===== config.mk =====
export PLATFORM = sky130hd
export DESIGN_NAME = mbist_data_cmp_flat
export DESIGN_NICKNAME = d
export VERILOG_FILES = /design/src/rtl/mbist_data_cmp_if.sv /design/src/rtl/mbist_data_cmp.sv /design/src/flat_wrapper.sv
export SDC_FILE = /design/constraint.sdc
export NUM_CORES = 1
export LEC_CHECK = 0
export BUFFER_PORTS_ARGS = -buffer_cell sky130_fd_sc_hd__buf_2
export CORE_MARGIN = 2
export CORE_UTILIZATION = 50
export CTS_CLUSTER_SIZE = 12
export DETAILED_ROUTE_END_ITERATION = 10
export PLACE_DENSITY = 0.81
export SYNTH_ARGS = -nofsm -noshare
export SYNTH_HDL_FRONTEND = slang
export SYNTH_SLANG_ARGS = --single-unit

===== constraint.sdc =====
create_clock -name clk -period 1.9 [get_ports clk]
set_input_delay 0.19 -clock clk [delete_from_list [all_inputs] [get_ports clk]]
set_output_delay 0.19 -clock clk [all_outputs]
set_load 0.005 [all_outputs]

===== src/rtl/mbist_data_cmp_if.sv =====
// mbist_data_cmp_if: read-side bus between the MBIST pattern selector / SRAM
// and the read-data checker.
//   cmp_en   - read issued this cycle; schedules a compare
//   cmp_inv  - expected data is ~pat_data for this read
//   pat_data - pattern from the selector
//   addr     - address of the issued read
//   rdata    - SRAM read data, valid BIST_RD_LAT cycles after cmp_en
// master: pattern selector / memory side (drives everything)
// slave : mbist_data_cmp
interface mbist_data_cmp_if #(
  parameter int unsigned BIST_ADDR_WD = 9,
  parameter int unsigned BIST_DATA_WD = 32
);
  logic                    cmp_en;
  logic                    cmp_inv;
  logic [BIST_DATA_WD-1:0] pat_data;
  logic [BIST_ADDR_WD-1:0] addr;
  logic [BIST_DATA_WD-1:0] rdata;

  modport master (
    output cmp_en, cmp_inv, pat_data, addr, rdata
  );

  modport slave (
    input cmp_en, cmp_inv, pat_data, addr, rdata
  );
endinterface


===== src/rtl/mbist_data_cmp.sv =====
// mbist_data_cmp: MBIST read-data checker.
// Delays the expected pattern and read address by BIST_RD_LAT cycles so they
// line up with SRAM read data, compares, and records a sticky fail flag, a
// saturating error count and the first failing address. The result registers
// form a scan chain shifted LSB-out through sdo.
//
// Ports:
//   clk, rst_n   - clock, asynchronous active-low reset
//   bus          - mbist_data_cmp_if.slave (cmp_en, cmp_inv, pat_data, addr, rdata)
//   clear        - synchronous clear of result status
//   scan_shift   - scan shift enable (freezes pipeline, shifts status right)
//   sdi / sdo    - scan data in (enters chain MSB) / out (err_addr[0])
//   cmp_busy     - at least one compare in flight
//   cmp_fail     - one-cycle mismatch pulse
//   fail_sticky  - any mismatch since reset or clear
//   err_cnt      - saturating mismatch count
//   err_valid    - err_addr holds a captured address
//   err_addr     - first failing address
//   fail_mask    - (MBIST_CMP_FAIL_MASK_EN only) OR of failing bit positions
//
// Optional feature macro: MBIST_CMP_FAIL_MASK_EN
//   Adds fail_mask, placed at the MSB end of the scan chain.
module mbist_data_cmp #(
  parameter int unsigned BIST_ADDR_WD    = 9,
  parameter int unsigned BIST_DATA_WD    = 32,
  parameter int unsigned BIST_RD_LAT     = 1,
  parameter int unsigned BIST_ERR_CNT_WD = 4
) (
  input  logic                       clk,
  input  logic                       rst_n,
  mbist_data_cmp_if.slave            bus,
  input  logic                       clear,
  input  logic                       scan_shift,
  input  logic                       sdi,
  output logic                       sdo,
  output logic                       cmp_busy,
  output logic                       cmp_fail,
  output logic                       fail_sticky,
  output logic [BIST_ERR_CNT_WD-1:0] err_cnt,
  output logic                       err_valid,
  output logic [BIST_ADDR_WD-1:0]    err_addr
`ifdef MBIST_CMP_FAIL_MASK_EN
  ,
  output logic [BIST_DATA_WD-1:0]    fail_mask
`endif
);

`ifdef MBIST_CMP_FAIL_MASK_EN
  localparam int unsigned SCAN_WD = BIST_DATA_WD + 1 + BIST_ERR_CNT_WD + 1 + BIST_ADDR_WD;
`else
  localparam int unsigned SCAN_WD = 1 + BIST_ERR_CNT_WD + 1 + BIST_ADDR_WD;
`endif
  localparam int unsigned LAST = BIST_RD_LAT - 1;

  // Delay pipeline: one entry per cycle of read latency.
  logic [BIST_RD_LAT-1:0]                   pv;
  logic [BIST_RD_LAT-1:0][BIST_DATA_WD-1:0] pexp;
  logic [BIST_RD_LAT-1:0][BIST_ADDR_WD-1:0] paddr;

  logic [BIST_DATA_WD-1:0] exp_in;
  logic                    last_valid;
  logic [BIST_DATA_WD-1:0] last_exp;
  logic [BIST_ADDR_WD-1:0] last_addr;
  logic                    mismatch;
  logic [SCAN_WD-1:0]      chain_cur;
  logic [SCAN_WD-1:0]      chain_nxt;

  always_comb begin
    exp_in     = bus.cmp_inv ? ~bus.pat_data : bus.pat_data;
    last_valid = pv[LAST];
    last_exp   = pexp[LAST];
    last_addr  = paddr[LAST];
    mismatch   = last_valid & ~scan_shift & (bus.rdata != last_exp);
    cmp_busy   = |pv;
  end

  always_ff @(posedge clk or negedge rst_n) begin
    if (!rst_n) begin
      pv    <= '0;
      pexp  <= '0;
      paddr <= '0;
    end else if (!scan_shift) begin
      pv[0]    <= bus.cmp_en;
      pexp[0]  <= exp_in;
      paddr[0] <= bus.addr;
      for (int unsigned i = 1; i < BIST_RD_LAT; i++) begin
        pv[i]    <= pv[i-1];
        pexp[i]  <= pexp[i-1];
        paddr[i] <= paddr[i-1];
      end
    end
  end

  // Scan chain view of the status registers; shifting right moves sdi into
  // the MSB and presents err_addr[0] (chain bit 0) on sdo.
  always_comb begin
`ifdef MBIST_CMP_FAIL_MASK_EN
    chain_cur = {fail_mask, fail_sticky, err_cnt, err_valid, err_addr};
`else
    chain_cur = {fail_sticky, err_cnt, err_valid, err_addr};
`endif
    chain_nxt = {sdi, chain_cur[SCAN_WD-1:1]};
    sdo       = chain_cur[0];
  end

  // Priority: scan shift, then clear, then compare result.
  always_ff @(posedge clk or negedge rst_n) begin
    if (!rst_n) begin
      cmp_fail    <= 1'b0;
      fail_sticky <= 1'b0;
      err_cnt     <= '0;
      err_valid   <= 1'b0;
      err_addr    <= '0;
`ifdef MBIST_CMP_FAIL_MASK_EN
      fail_mask   <= '0;
`endif
    end else if (scan_shift) begin
      cmp_fail <= 1'b0;
`ifdef MBIST_CMP_FAIL_MASK_EN
      {fail_mask, fail_sticky, err_cnt, err_valid, err_addr} <= chain_nxt;
`else
      {fail_sticky, err_cnt, err_valid, err_addr} <= chain_nxt;
`endif
    end else if (clear) begin
      cmp_fail    <= 1'b0;
      fail_sticky <= 1'b0;
      err_cnt     <= '0;
      err_valid   <= 1'b0;
      err_addr    <= '0;
`ifdef MBIST_CMP_FAIL_MASK_EN
      fail_mask   <= '0;
`endif
    end else begin
      cmp_fail <= mismatch;
      if (mismatch) begin
        fail_sticky <= 1'b1;
        if (err_cnt != '1) begin
          err_cnt <= err_cnt + 1'b1;
        end
        // Only the first failing address is kept.
        if (!err_valid) begin
          err_valid <= 1'b1;
          err_addr  <= last_addr;
        end
`ifdef MBIST_CMP_FAIL_MASK_EN
        fail_mask <= fail_mask | (bus.rdata ^ last_exp);
`endif
      end
    end
  end

endmodule


===== src/flat_wrapper.sv =====
// flat-port wrapper written by rule: the top's interface ports become plain ports
module mbist_data_cmp_flat 
#(
  parameter int unsigned BIST_ADDR_WD    = 9,
  parameter int unsigned BIST_DATA_WD    = 32,
  parameter int unsigned BIST_RD_LAT     = 1,
  parameter int unsigned BIST_ERR_CNT_WD = 4
)
  (clk, rst_n, clear, scan_shift, sdi, sdo, cmp_busy, cmp_fail, fail_sticky, err_cnt, err_valid, err_addr, bus_cmp_en, bus_cmp_inv, bus_pat_data, bus_addr, bus_rdata);
  mbist_data_cmp_if #(.BIST_ADDR_WD(BIST_ADDR_WD), .BIST_DATA_WD(BIST_DATA_WD)) bus_i ();
  input  logic clk;
  input  logic rst_n;
  input  logic clear;
  input  logic scan_shift;
  input  logic sdi;
  output logic sdo;
  output logic cmp_busy;
  output logic cmp_fail;
  output logic fail_sticky;
  output logic [BIST_ERR_CNT_WD-1:0] err_cnt;
  output logic err_valid;
  output logic [BIST_ADDR_WD-1:0] err_addr;
  input wire logic [$bits(bus_i.cmp_en)-1:0] bus_cmp_en;
  input wire logic [$bits(bus_i.cmp_inv)-1:0] bus_cmp_inv;
  input wire logic [$bits(bus_i.pat_data)-1:0] bus_pat_data;
  input wire logic [$bits(bus_i.addr)-1:0] bus_addr;
  input wire logic [$bits(bus_i.rdata)-1:0] bus_rdata;
  assign bus_i.cmp_en = bus_cmp_en;
  assign bus_i.cmp_inv = bus_cmp_inv;
  assign bus_i.pat_data = bus_pat_data;
  assign bus_i.addr = bus_addr;
  assign bus_i.rdata = bus_rdata;
  mbist_data_cmp #(.BIST_ADDR_WD(BIST_ADDR_WD), .BIST_DATA_WD(BIST_DATA_WD), .BIST_RD_LAT(BIST_RD_LAT), .BIST_ERR_CNT_WD(BIST_ERR_CNT_WD)) u_core (.clk(clk), .rst_n(rst_n), .bus(bus_i), .clear(clear), .scan_shift(scan_shift), .sdi(sdi), .sdo(sdo), .cmp_busy(cmp_busy), .cmp_fail(cmp_fail), .fail_sticky(fail_sticky), .err_cnt(err_cnt), .err_valid(err_valid), .err_addr(err_addr));
endmodule

# Yosys cells after proc, flatten, opt, wreduce, memory -nomap -nowiden
# Cells that the tools add are included.
[totals]
reg_bits = 58
inputBits = 80
out_inout_bits = 18
elab_cells = 35
[op_classes]
addsub = 1
n_eq_ne = 3
n_mux = 15
bitwise_logic = 4
n_reduce_logical = 4
[op_table]
columns = ["cell", "n"]
rows = [
  ["two-way mux 9 bit", 4],
  ["two-way mux 32 bit", 1],
  ["!= test 32 bit", 1],
  ["NOT 32 bit", 1],
  ["two-way mux 4 bit", 4],
  ["two-way mux 1 bit", 6],
  ["nonzero test 3 bit", 2],
  ["adder 4 x 1 -> 4 bit (second input constant)", 1],
  ["!= test 4 bit (second input constant)", 1],
  ["AND reduction 2 bit", 2],
  ["!= test 3 bit (second input constant)", 1],
  ["AND 1 bit", 2],
  ["NOT 1 bit", 1],
]

# Longest topological paths before layout
# Gate-level depths: netlist of the first run.
[depth]
word_depth = 6
ltp_mapped = 6
ltp_nobuf = 6

# Worst setup path before layout of the first run
# No wires, ideal clock.
[synth_timing]
kind = "reg2reg"
start = "reg u_core.pexp (netlist bit u_core.last_exp[20])"
end = "reg u_core.err_addr[8]"
setup_time_ns = 0.069
t_arrival_ns = 1.620
t_required_ns = 1.831
setup_slack_ns = 0.211
stages_incl_launch_ff = 7
n_path_buf = 0
synth_period_minus_slack_ns = 1.689
path_cell_list = "dfrtp_1 -> xnor2_1 -> nand4_1 -> nor4_2 -> a21boi_2 -> or3b_1 -> nand3_1"
[synth_between]
elab_chain_len = 4
[synth_lines]
columns = ["item", "line_no", "rtl"]
rows = [
  ["start: declaration", "mbist_data_cmp.sv:57", "logic [BIST_RD_LAT-1:0][BIST_DATA_WD-1:0] pexp;"],
  ["start signal: indexed assignment", "mbist_data_cmp.sv:88", "pexp[i] <= pexp[i-1];"],
  ["!= test 32 bit", "mbist_data_cmp.sv:73", "mismatch = last_valid & ~scan_shift & (bus.rdata != last_exp);"],
  ["AND 1 bit", "mbist_data_cmp.sv:73", ""],
  ["nonzero test 3 bit (no line)", "--", ""],
  ["AND reduction 2 bit (no line)", "--", ""],
  ["end signal: assignment", "mbist_data_cmp.sv:122", "{fail_sticky, err_cnt, err_valid, err_addr} <= chain_nxt;"],
  ["end signal: assignment", "mbist_data_cmp.sv:143", "err_addr <= last_addr;"],
  ["end: declaration", "mbist_data_cmp.sv:41", "output logic [BIST_ADDR_WD-1:0] err_addr"],
]
# No other way between the ends.
# A chain may end at the register's enable or synchronous reset.

# Worst setup path after layout of the first run
[layout_timing]
start = "reg u_core.pexp (netlist bit u_core.last_exp[30])"
end = "reg u_core.err_addr[8]"
# Same word-level chain as after synthesis.

==> metrics.yaml, run 1 <==
worst_setup_path:
  r2r_start: "u_core.last_exp[30]"
  crit_buf_inv: 1
  cp.required_ns: 2.17
  end_kind: "flop"
  rrSetupSlack_ns: 0.09
  crit_fanout: 7
  worst-setup-path-type: "flop to flop"
  crit_chain: "xnor2_1 -> nand4_1 -> nor4_2 -> buf_4 -> a21boi_4 -> or3b_1 -> nand3_1"
  cp_slowest_stage_delay_ns: 0.40
  worstPathArrival_ns: 2.08
  reg2reg_depth: 7
  critical_path.top_delay_family: "simple AND/OR/NAND/NOR gates"
  timing.rr.end: "u_core.err_addr[8]"
  slowest_stage: "dfrtp_1"
  start_kind: "flop"
power_and_ir_drop:
  p_leak_nw: 1.70
  swShare_pct: 27.2
  ir_worst_vdd_mv: 0.453
  fin_total_pwr_w: 0.00307
  internal-power_w: 0.00223
  clkPwrFrac_pct: 32.2
  comb_power_share_pct: 19.2
  pwr-share-seq_pct: 48.6
  p_per_area_nw_per_um2: 820
  p_sw_w: 0.000833
detailed_routing:
  route.met3.wl_um: 283
  post_drt_wl_per_cell_um: 13.8
  vias_per_cell: 5.05
  totalWireLength_mm: 6.42
  drt-pass1-iter-count: 4
  wl_met1_mm: 2.69
  top_layer_used: "met4"
  drt_iter0_drc: 96
  dr_total_vias: 2342
  drc: 0
  dr_wl_met2_mm: 3.35
  detail-route-antenna-nets: 0
cts:
  clkTransAtPathRegs_ns: 0.06
  cts_tree: "done"
  clock-sinks: 58
  htree_levels: 3
  numCtsBuffers: 9
  cts-root-buf: "clkbuf_8"
  cts_max_path_buffers: 2
  insertion_delay_ns: 0.33
timing:
  fin_crit_sh_pct: 95.3
  timing.setup.tns_ns: 0
  fmax_mhz: 552
  min_period_ns: 1.81
  setup_viol: 0
  max_slew_margin_pct: 61.1
  clock_skew_ns: 0.00698
  hold_viol: 0
  tightest_slew_ns: 0.583
  slew_viol_final: 0
synthesis:
  async_flop_share_pct: 100
  synthTopCellsByArea: "dfrtp_1 49%, xnor2_1 19%, o21ai_0 6.6%"
  synth_edf_count: 0
  synth_top_cell_by_area: "dfrtp_1"
  synthesis.area_um2: 2950
  synthTopCellsByCount: "65 x xnor2_1, 58 x dfrtp_1, 48 x nand2_1, 39 x o21ai_0, 11 x clkbuf_1"
  synthFlopType: "dfrtp_1"
  synth.avg_cell_area_um2: 10.3
  ys_seq_elements: 58
  synth_cell_types: 31
  ys.warnings.count: 0
  synth_most_common_cell: "xnor2_1"
  synthesis.nets: 368
  ys_seq_area_share_pct: 49.3
  synthCells: 287
  yosysTopAreaCellShare_pct: 49.3
worst_hold_path:
  hold_start: "sdi"
  hold_end: "u_core.fail_sticky"
  hold_depth: 3
  worstHoldPathType: "input pin to flop"
layout:
  fin_nets: 469
  diodes: 0
  syn_to_final_growth_pct: 26.9
  drive_gt1_share_pct: 34.9
  regArea_um2: 1450
  multi_input_area_um2: 1450
  final_cell_area_um2: 3740
  fillers: 458
placement:
  gp_routability_congestion: 0.820
  dpl.hpwl_mm: 4.63
  port_buffers: 97
  placed_area_um2: 3520
die:
  rows: 27
  die_y_um: 80.8
  ios: 98
  initial_utilization_pct: 52.5
  core-area_um2: 5610
  die_area_um2: 6520
  die_x_um: 80.8
run:
  cap_violations: 0
global_routing:
  grt_pass1_vias: 2329
  grt-ovfl-total: 0
  grt_pass1_wl_mm: 10.6
  grt_max_degree: 71
  grt_antenna_before_repair: 0
  grt_usage_pct: 21.3
run_status:
  status: "finished clean"
==> how the worst max path moves through the flow <==
stage	startpoint	endpoint	slack [ns]	cells after the start
CTS	u_core.last_exp[3]	u_core.err_addr[2]	0.03	7
floorplan	u_core.last_exp[20]	u_core.err_addr[8]	0.21	6
finish	u_core.last_exp[30]	u_core.err_addr[8]	0.09	7
global placement	u_core.last_exp[10]	u_core.err_addr[0]	0.04	7
detailed placement	u_core.last_exp[24]	u_core.err_addr[2]	0.04	7
global route	u_core.last_exp[30]	u_core.err_addr[8]	-0.02	7
==> power groups by stage <==
stage                     sequential, W  clock (W)  combinational [W]
after floorplan                 0.00149          0           0.000361
after global placement          0.00150          0           0.000566
after detailed placement        0.00151          0           0.000582
after CTS                       0.00149    0.00101           0.000587
after global routing            0.00151    0.00107           0.000664
final                           0.00149   0.000987           0.000588
==> state kept, by name, summed over array words and instances, names as in the netlist <==
register            flops
u_core.last_exp        32
u_core.cmp_busy         1
u_core.fail_sticky      1
u_core.last_addr        9
u_core.err_valid        1
u_core.err_cnt          4
u_core.cmp_fail         1
u_core.err_addr         9
==> logic make-up (layout without fill, tap and decap cells) <==
group / after synthesis / after routing / synth area share (%)
and+or+nand+nor: 73 / 73 / 11.8
xor gates and xnor gates: 65 / 65 / 19.3
AOI/OAI and AO/OA: 63 / 63 / 12.4
DFF: 58 / 58 / 49.3
buffers and inverters: 16 / 121 / 2.55
muxes: 11 / 11 / 4.16
adders and majority gates: 1 / 1 / 0.425
==> cells in the final DEF, fill, tap and decap left out, drive strengths merged <==
cell	synthesis	routed
a211o	1	1
a211oi	4	4
a21boi	1	1
a21oi	4	4
a2bb2oi	8	8
and2	1	1
and3	1	1
and4b	1	1
buf	5	105
clkbuf	11	12
clkinv	0	3
dfrtp	58	58
dlygate4sd3	0	1
ha	1	1
mux2	10	10
mux2i	1	1
nand2	49	49
nand2b	1	1
nand3	2	2
nand4	8	8
nand4b	1	1
nor2	2	2
nor2b	1	1
nor3	2	2
nor4	2	2
o21ai	45	45
or2	1	1
or3b	1	1
xnor2	65	65
==> stage by stage <==
stage,std cells,setup slack [ns],util [%],hold WS (ns)
floorplan,287,0.211,-,-0.106
global placement,447,0.0418,62.9,0.217
detailed placement,447,0.0440,62.9,0.222
CTS,463,0.0312,66.1,0.0539
global route,464,-0.0249,66.7,0.0755
finish,464,0.0899,66.7,0.0633
==> timing repair <==
action | 4_1_cts | 5_1_grt
setup buffers | 0 | 1
endpoints found under the hold margin | 23 | 0
resized for setup | 0 | 4
hold buffers | 1 | 0
endpoints found under the setup margin | 0 | 10
==> metal layers <==
layer / up-vias / track usage [%]
met4: 0 / 8.31
li1: 1174 / -
met2: 54 / 37.4
met3: 9 / 5.33
met5: - / 0
met1: 1105 / 25.1
==> worst min-delay path, delay by kind of cell <==
family                 cells  cell delay, ns
buffers and inverters      1            0.07
AND/OR/NAND/NOR            2            0.09
==> layout make-up <==
| cell class | instances | area share (%) |
|---|---|---|
| Sequential cell | 58 | 38.8 |
| Tap cell | 72 | 2.41 |
| Clock inverter | 3 | 0.401 |
| Timing Repair Buffer | 106 | 15.5 |
| Clock buffer | 12 | 4.15 |
| Multi-Input combinational cell | 213 | 38.7 |
Note: power is estimated with default switching activity, not from simulation.
==> run 2: changes to the inputs <==
--- a/config.mk
+++ b/config.mk
@@ -5,12 +5,13 @@
 export SDC_FILE = /design/constraint.sdc
 export NUM_CORES = 1
 export LEC_CHECK = 0
-export BUFFER_PORTS_ARGS = -buffer_cell sky130_fd_sc_hd__buf_2
+export BUFFER_PORTS_ARGS = -buffer_cell sky130_fd_sc_hd__clkbuf_2
 export CORE_MARGIN = 2
 export CORE_UTILIZATION = 50
 export CTS_CLUSTER_SIZE = 12
 export DETAILED_ROUTE_END_ITERATION = 10
 export PLACE_DENSITY = 0.81
+export SETUP_SLACK_MARGIN = 0.3
 export SYNTH_ARGS = -nofsm -noshare
 export SYNTH_HDL_FRONTEND = slang
 export SYNTH_SLANG_ARGS = --single-unit
==> constraint.sdc (replaced) <==
create_clock -name clk -period 1.9 [get_ports clk]
set_input_delay 0.285 -clock clk [delete_from_list [all_inputs] [get_ports clk]]
set_output_delay 0.285 -clock clk [all_outputs]
set_load 0.005 [all_outputs]
==> run 2 against run 1 <==
  * Via count grew 2.4%
  * Non-clock buffer count grew 1
  * Clock skew is 0.0035 ns higher
  * Power increased by 16%
  * Clock power grew 46%
  * Sequential power hardly changed
  * Flip-flop and latch count unchanged
==> metrics.yaml, run 2 (synthesis gave the netlist of run 1 again) <==
placement:
  dpl.hpwl_mm: 4.48
  gp_routability_congestion: 0.791
  place_ws_ns: 0.0375
  placedCellCount: 446
  port_buffers: 97
timing:
  clock_skew_ns: 0.0105
  slew_viol_final: 0
  tightest_slew_ns: 0.520
  fin_ws_ns: 0.126
  timing.setup.tns_ns: 0
  setup_viol: 0
  hold_viol: 0
  fin_crit_sh_pct: 93.4
  min_period_ns: 1.77
  max_slew_margin_pct: 65.3
  fmax_mhz: 564
  rsz0062_at_grt: "true"
  hold_ws_ns: 0.145
worst_setup_path:
  worstPathArrival_ns: 2.05
  rrSetupSlack_ns: 0.13
  r2r_start: "u_core.last_exp[11]"
  slowest_stage: "dfrtp_1"
  setup.worst_path.start: "u_core.last_exp[11]"
  worst-setup-path-type: "flop to flop"
  cp.required_ns: 2.17
  crit_buf_inv: 1
  timing.rr.end: "u_core.err_addr[8]"
  crit_chain: "xnor2_1 -> nand4_1 -> nor4_4 -> buf_6 -> a21boi_4 -> or3b_1 -> nand3_1"
  crit_fanout: 5
  cp_slowest_stage_delay_ns: 0.39
  start_kind: "flop"
  end_kind: "flop"
  critical_path.top_delay_family: "simple AND/OR/NAND/NOR gates"
  reg2reg_depth: 7
global_routing:
  grt-ovfl-total: 0
  grt_usage_pct: 21.7
  grt_antenna_before_repair: 0
  grt_max_degree: 64
  grt_pass1_wl_mm: 10.7
  grt_pass1_vias: 2370
run:
  cap_violations: 0
detailed_routing:
  drt_iter0_drc: 157
  drt-pass1-iter-count: 6
  totalWireLength_mm: 6.59
  post_drt_wl_per_cell_um: 14.1
  detail-route-antenna-nets: 0
  vias_per_cell: 5.14
  dr_total_vias: 2399
  drc: 0
layout:
  largest_reg_flops: 32
  regArea_um2: 1450
  diodes: 0
  final_cell_mix: "97 x clkbuf_2, 64 x xnor2_1, 58 x dfrtp_1"
  drive_gt1_share_pct: 37.7
  syn_to_final_growth_pct: 33.0
  finalNonFillerCells: 467
  layout_commonest_cell: "clkbuf_2"
  multi_input_area_um2: 1530
  fillers: 443
  fin_nets: 471
die:
  ios: 98
  die_y_um: 80.8
  rows: 27
  die_area_um2: 6520
  core-area_um2: 5610
  die_x_um: 80.8
  initial_utilization_pct: 52.5
power_and_ir_drop:
  p_per_area_nw_per_um2: 908
  p_leak_nw: 1.78
  ir_worst_vdd_mv: 0.745
cts:
  numCtsBuffers: 9
  insertion_delay_ns: 0.34
  cts_tree: "done"
  clkTransAtPathRegs_ns: 0.07
  cts-root-buf: "clkbuf_8"
  cts_max_path_buffers: 2
  clock-sinks: 58
  htree_levels: 3
worst_hold_path:
  hold_end: "u_core.fail_sticky"
  hold_depth: 3
  worstHoldPathType: "input pin to flop"
  hold_start: "sdi"
run_status:
  status: "finished clean"
run 2: changes by cell type in the layout (fill, tap and decap cells not counted), moves of 2 or more:
| cell | change |
|---|---|
| a2bb2oi_1 | -6 |
| a2bb2oi_2 | +6 |
| buf_2 | -97 |
| bufinv_16 | +3 |
| clkbuf_2 | +97 |
| clkinv_2 | -3 |
| nor4_2 | -2 |
| nor4_4 | +2 |
run 2: where the power goes:
part | leakage (nW) | switching, W | total, W | internal, W
combinational | 0.940 | 0.000282 | 0.000624 | 0.000343
clock | 0.123 | 0.000497 | 0.00144 | 0.000944
sequential | 0.713 | 0.000116 | 0.00149 | 0.00138
total | 1.78 | 0.000895 | 0.00356 | 0.00266
run 2: worst max path at each step:
stage                    endpoint  cells after the start
2_1_floorplan  u_core.err_addr[8]                      6
3_3_place_gp   u_core.err_addr[0]                      7
6_report       u_core.err_addr[8]                      7
5_1_grt        u_core.err_addr[8]                      7
4_1_cts        u_core.err_addr[8]                      7
3_5_place_dp   u_core.err_addr[6]                      6
run 2: what timing repair did:
| action | 4_1_cts | 5_1_grt |
|---|---|---|
| gates cloned | 1 | 0 |
| buffers inserted | 2 | 1 |
| setup endpoints to repair | 16 | 16 |
| endpoints found under the hold margin | 58 | 0 |
| hold buffers | 1 | 0 |
| pin swaps | 9 | 7 |
| resized for setup | 7 | 8 |
run 2: per-layer routing:
metal  share of wire, %  up-vias  track usage (%)  routed length [um]
met1                 43     1126             27.4                2850
met5                  0        -                0                   0
met2                 49       78             34.9                3240
met3                5.1       14             4.56                 337
met4                2.4        0             12.0                 161
li1                   -     1181                -                   -
run 2: layout make-up:
cell class                      instances  share of cell area, %
Clock inverter                          4                   2.49
Tap cell                               72                   2.30
Clock buffer                           12                   3.96
Multi-Input combinational cell        214                   39.1
Sequential cell                        58                   37.0
Timing Repair Buffer                  107                   15.1
run 2: worst min-delay path, cell delays in order:
cell      delay [ns]
clkbuf_2        0.07
nand2_1         0.04
nand2_1         0.05
run 2: per-stage QoR:
step | total power (W) | utilization, % | area, um^2
6_report | 0.00356 | 69.9 | 3920
5_1_grt | 0.00372 | 69.9 | 3920
4_1_cts | 0.00356 | 68.8 | 3860
3_5_place_dp | 0.00210 | 63.1 | 3540
3_3_place_gp | 0.00208 | 63.1 | 3540
2_1_floorplan | 0.00185 | - | 2970
